### config.mk
export PLATFORM = sky130hd
export DESIGN_NAME = xpmwrap_tdpram_port_arb
export DESIGN_NICKNAME = d
export VERILOG_FILES = /design/src/rtl/xpmwrap_tdpram_port_arb.sv
export SDC_FILE = /design/constraint.sdc
export NUM_CORES = 1
export LEC_CHECK = 0
export CAP_MARGIN = 20
export CORE_AREA = 2 2 87 89
export CTS_CLUSTER_DIAMETER = 150
export DETAILED_ROUTE_END_ITERATION = 8
export DIE_AREA = 0 0 89 91
export PLACE_DENSITY_LB_ADDON = 0.25
export SYNTH_ARGS = -nofsm -noshare
export SYNTH_HDL_FRONTEND = slang
export SYNTH_SLANG_ARGS = --single-unit
### constraint.sdc
create_clock -name clka -period 1.53 [get_ports clka]
set_input_delay 0.2295 -clock clka [delete_from_list [all_inputs] [get_ports clka]]
set_output_delay 0.2295 -clock clka [all_outputs]
set_load 0.02 [all_outputs]
### src/rtl/xpmwrap_tdpram_port_arb.sv
// Two-requester arbiter in front of one true-dual-port RAM port, with memory clear after reset.
// Define XPMWRAP_ARB_RR_EN for round-robin arbitration; otherwise requester 0 has fixed priority.
module xpmwrap_tdpram_port_arb #(
    parameter int ADDR_WIDTH   = 6,
    parameter int DATA_WIDTH   = 32,
    parameter int READ_LATENCY = 2
) (
    input  logic                  clka,
    input  logic                  rsta_n,
    input  logic                  req0_valid,
    output logic                  req0_ready,
    input  logic                  req0_we,
    input  logic [ADDR_WIDTH-1:0] req0_addr,
    input  logic [DATA_WIDTH-1:0] req0_wdata,
    input  logic                  req1_valid,
    output logic                  req1_ready,
    input  logic                  req1_we,
    input  logic [ADDR_WIDTH-1:0] req1_addr,
    input  logic [DATA_WIDTH-1:0] req1_wdata,
    output logic                  rsp0_valid,
    output logic [DATA_WIDTH-1:0] rsp0_rdata,
    output logic                  rsp1_valid,
    output logic [DATA_WIDTH-1:0] rsp1_rdata,
    output logic                  ram_en,
    output logic                  ram_we,
    output logic [ADDR_WIDTH-1:0] ram_addr,
    output logic [DATA_WIDTH-1:0] ram_din,
    output logic                  ram_regce,
    input  logic [DATA_WIDTH-1:0] ram_dout,
    output logic                  init_done
);

    typedef enum logic {S_INIT, S_RUN} state_t;

    localparam logic [ADDR_WIDTH-1:0] CLR_LAST = '1;

    state_t                  state, state_nxt;
    logic [ADDR_WIDTH-1:0]   clr_cnt;
    logic                    gnt0, gnt1;
    logic                    xfer, sel1, rd_push;
    logic [READ_LATENCY:1]   vld_pipe;
    logic [READ_LATENCY:1]   id_pipe;

    // state register
    always_ff @(posedge clka or negedge rsta_n) begin
        if (!rsta_n) state <= S_INIT;
        else         state <= state_nxt;
    end

    // next state
    always_comb begin
        state_nxt = state;
        if (state == S_INIT && clr_cnt == CLR_LAST) state_nxt = S_RUN;
    end

    always_ff @(posedge clka or negedge rsta_n) begin
        if (!rsta_n)              clr_cnt <= '0;
        else if (state == S_INIT) clr_cnt <= clr_cnt + 1'b1;
    end

`ifdef XPMWRAP_ARB_RR_EN
    logic last_gnt;

    // On contention, the requester that did not win the previous transfer goes first.
    always_comb begin
        gnt0 = req0_valid & (~req1_valid | last_gnt);
        gnt1 = req1_valid & (~req0_valid | ~last_gnt);
    end

    always_ff @(posedge clka or negedge rsta_n) begin
        if (!rsta_n)   last_gnt <= 1'b1;
        else if (xfer) last_gnt <= sel1;
    end
`else
    always_comb begin
        gnt0 = req0_valid;
        gnt1 = req1_valid & ~req0_valid;
    end
`endif

    // outputs
    always_comb begin
        req0_ready = 1'b0;
        req1_ready = 1'b0;
        ram_en     = 1'b1;
        ram_we     = 1'b1;
        ram_addr   = clr_cnt;
        ram_din    = '0;
        init_done  = 1'b0;
        if (state == S_RUN) begin
            init_done  = 1'b1;
            req0_ready = gnt0;
            req1_ready = gnt1;
            ram_en     = gnt0 | gnt1;
            ram_we     = gnt1 ? req1_we    : (gnt0 & req0_we);
            ram_addr   = gnt1 ? req1_addr  : req0_addr;
            ram_din    = gnt1 ? req1_wdata : req0_wdata;
        end
    end

    assign xfer      = req0_ready | req1_ready;
    assign sel1      = req1_ready;
    assign rd_push   = xfer & ~ram_we;
    assign ram_regce = 1'b1;

    // Read tag pipeline: stage READ_LATENCY lines up with ram_dout.
    always_ff @(posedge clka or negedge rsta_n) begin
        if (!rsta_n) begin
            vld_pipe <= '0;
            id_pipe  <= '0;
        end else begin
            vld_pipe[1] <= rd_push;
            id_pipe[1]  <= sel1;
            for (int i = 2; i <= READ_LATENCY; i++) begin
                vld_pipe[i] <= vld_pipe[i-1];
                id_pipe[i]  <= id_pipe[i-1];
            end
        end
    end

    assign rsp0_valid = vld_pipe[READ_LATENCY] & ~id_pipe[READ_LATENCY];
    assign rsp1_valid = vld_pipe[READ_LATENCY] &  id_pipe[READ_LATENCY];
    assign rsp0_rdata = rsp0_valid ? ram_dout : '0;
    assign rsp1_rdata = rsp1_valid ? ram_dout : '0;

endmodule

# [After elaboration in Yosys (flattened, before gate mapping)]
# Index checks and enable logic that the tools add are counted.
[totals] regBits=11 input_bits=114 out_inout_bits=110 elab_cells=30
[op_classes] add_sub_neg=1 eq_ne=1 muxes=12 n_bitwise=11 n_reduce_logical=1
[ops] cell="$mux 32" n=4
[ops] cell="$mux 6" n=2
[ops] cell="$add 6x1->6 const B" n=1
[ops] cell="$eq 6x6->1 const B" n=1
[ops] cell="$mux 1" n=6
[ops] cell="$and 1x1->1" n=5
[ops] cell="$not 1->1" n=4
[ops] cell="$or 1x1->1" n=2
[ops] cell="$logic_and 1x1->1" n=1

# [Logic depth before layout (Yosys ltp)]
[logic_depth] ltp_word=6 depth_mapped=5 ltp_nobuf=3

# [Least setup slack after synthesis]
# Ideal clock, no wire load.
[synth_path] kind="register to output" startpoint="register state" endpoint="output ram_din[10]" arrival_time_ns=1.324 required_ns=1.300 setup_slack_ns=-0.023 stages_incl_launch_ff=6 n_path_buf=3 cell_sequence="dfrtp_1 buf_4 inv_1 buf_2 buf_2 a21oi_1"
[synth_between] elab_chain_cells=1
[synth_lines] element="start, declared" line="37" text="state_t state, state_nxt;"
[synth_lines] element="start signal, assigned" line="47" text="else state <= state_nxt;"
[synth_lines] element="$mux 32" line="90" text="if (state == S_RUN) begin"
[synth_lines] element="end, declared" line="27" text="output logic [DATA_WIDTH-1:0] ram_din,"
# No other way between the ends.

# [Final worst setup path]
[layout_path] startpoint="register id_pipe[2] (netlist name)" endpoint="output rsp0_rdata[24]"
[layout_between] elab_chain_cells=3
[layout_lines] element="start, declared" line="42" text="logic [READ_LATENCY:1] id_pipe;"
[layout_lines] element="start signal, assigned by index" line="116" text="id_pipe[i] <= id_pipe[i-1];"
[layout_lines] element="$not 1->1" line="121" text="assign rsp0_valid = vld_pipe[READ_LATENCY] & ~id_pipe[READ_LATENCY];"
[layout_lines] element="$and 1x1->1" line="121"
[layout_lines] element="$mux 32" line="123" text="assign rsp0_rdata = rsp0_valid ? ram_dout : '0;"
[layout_lines] element="end, declared" line="21" text="output logic [DATA_WIDTH-1:0] rsp0_rdata,"
# No other way between the ends.

==> metrics.cfg <==
[run_status]
outcome=finished, violations left
violations=setup timing

[drt]
ant_nets=0
routed_wl_um=9236
drt_first_pass_iters=4
vias=2712
routedWlPerCell_um=15.71
post-route-drc-count=0
via_per_inst=4.612
drtIter0Drc=66

[final_layout]
fin_nets=605
drive_gt1_share_pct=38.04
diodes=0
syn2layout_area_growth_pct=195.3
fin_util_pct=61.66

[grt]
grt_pass1_wl_um=12810
grtUsageTotal_pct=19.73
antenna_found_initial=0
grt_pass1_vias=2618
grt_start_max_net_pins=34
overflow=0

[clocking]
clock_latency_ns=0.23
numCtsBuffers=3
clockBufferDepth=2
htreeDepth=1
clock-root-buffer=clkbuf_8
cts_sinks=11
clkTransAtPathRegs_ns=0.05
cts_tree=built

[synthesis]
yosysWarnings=0
synth-edff-count=0
yosys.cell_count.top_type=nand2_1
synthCells=245
synth_largest_area_cell=nand2_1
synth.top_cell.area_share_pct=19.65
seq_area_frac_synth_pct=18.47
netlist_area_um2=1490
synth_area_per_cell_um2=6.082
postSynth.asyncResetShare_pct=100.0
ys_ff_latch=11
synth.distinct_cells=26
synth_nets=360
synthFlopType=dfrtp_1
synthTopCellsByArea=nand2_1 (20%), dfrtp_1 (18%), and2_1 (14%)
yosys-top-cells-count=nand2_1 (78), and2_1 (34), a21oi_1 (32), and3_1 (32), dfrtp_1 (11)

[pwr]
power.leakage_nw=2.152
peakVddDrop_uv=191.5
powerDensity_nw_per_um2=234.7
power_mw=1.033

[timing]
setup_tns_ns=-3.563
finalCriticalPeriod_ns=1.668
fin_skew_ns=0.002545
setup_violations=57
grt_setup_unrepaired=yes
fin_ws_ns=-0.1377
max_clock_freq_mhz=599.6
min_period_over_period_pct=109.0
hold_viol=0
drv_slew=0

[setup_path]
required_ns=1.30
critPathKind=flop to primary output
setup.worst_path.start_class=flop
crit_path_max_fanout=7
cp_data_arrival_time_ns=1.44
reg2reg_slack_ns=0.20
crit_path_end_kind=primary output

[min_path]
hold_path_class=input port to asynchronous set/reset pin

[floorplanning]
die_h_um=91
die_w_um=89
initial_core_util_pct=20.88
row_count=31
core_area_um2=7137
ios=224
dieArea_um2=8099

[placement]
place_congestion=0.7807
io_buffers=222
dp_hpwl_um=6517

[flow_run]
cap_viol_max_count=0

worst max-delay path, cell delays in order, from the launching register on:
cell and delay (ns):
dfrtp_1 0.38, and2b_4 0.34, buf_12 0.14, buf_6 0.10, and2_4 0.13, buf_6 0.11
through the flow:
step	hold WS [ns]	std cells	setup slack [ns]	cell area [um^2]
2_1_floorplan	-0.06609	245	-0.02346	1490
3_3_place_gp	0.3324	563	-0.6973	3923
3_5_place_dp	0.3363	563	-0.7605	3923
4_1_cts	0.3431	578	-0.1749	3879
5_1_grt	0.3561	588	-0.1918	4400
6_report	0.3272	588	-0.1377	4400
metal layers:
layer | global-route usage (%) | vias to the layer above | wire (um)
met2 | 37.44 | 160 | 4930
met1 | 20.44 | 1242 | 3156
li1 | - | 1296 | -
met3 | 5.182 | 14 | 927
met5 | 0 | - | 0
met4 | 6.095 | 0 | 222
cell type report:
type	instances	area (um^2)
Tap cell	99	123.9
Fill cell	634	2736
Clock buffer	4	45.04
Timing Repair Buffer	264	2684
Inverter	1	16.27
Sequential cell	11	276.5
Multi-Input combinational cell	209	1255
registers in the layout, indices dropped and copies added (netlist names):
| register | cells |
|---|---|
| vld_pipe | 2 |
| state | 1 |
| id_pipe | 2 |
| clr_cnt | 6 |
cell families (layout without fill, tap and decap cells):
kind of cell / after synthesis / count (layout) / synth area share [%]
xor+xnor: 5 / 5 / 2.939
compound gates: 41 / 41 / 14.61
fa+ha+maj: 1 / 1 / 0.8395
simple gates: 160 / 160 / 53.07
flops: 11 / 11 / 18.47
mux: 1 / 1 / 0.7556
other cells: 1 / 1 / 0.2516
buf+inv: 25 / 269 / 9.067
where the power goes:
group | total, mW | internal, mW | switching [mW] | leakage (nW)
sequential | 0.292 | 0.292 | 0 | 0.138
combinational | 0.460 | 0.317 | 0.143 | 1.99
clock | 0.281 | 0.182 | 0.0991 | 0.0228
total | 1.03 | 0.791 | 0.242 | 2.15
timing repair:
| item | CTS | global route |
|---|---|---|
| setup buffers | 7 | 6 |
| hold buffers | 0 | 0 |
| pin swaps | 1 | 21 |
| setup endpoints to repair | 109 | 75 |
| resized for setup | 407 | 142 |
| cloned | 4 | 5 |
cell usage in the layout, fill, tap and decap left out, types with 10 or more instances in the layout:
cell               n
and3_1            32
dfrtp_1           10
clkdlybuf4s50_1  111
buf_6             44
buf_4             44
dlygate4sd2_1     13
nand2_1           78
and2_4            28
clkdlybuf4s15_1   13
a21oi_1           17
a21oi_2           15
buf_2             17
worst paths after layout:
kind	start	cells after the start	endpoint
setup / recovery	id_pipe[2]	5	rsp0_rdata[24]
hold / removal	rsta_n	1	id_pipe[2]
setup reg to reg	state	5	clr_cnt[5]
hold reg to reg	id_pipe[1]	0	id_pipe[2]
max in group asynchronous	rsta_n	1	state
min in group clka	id_pipe[1]	0	id_pipe[2]
(Power assumes the default switching activity.)
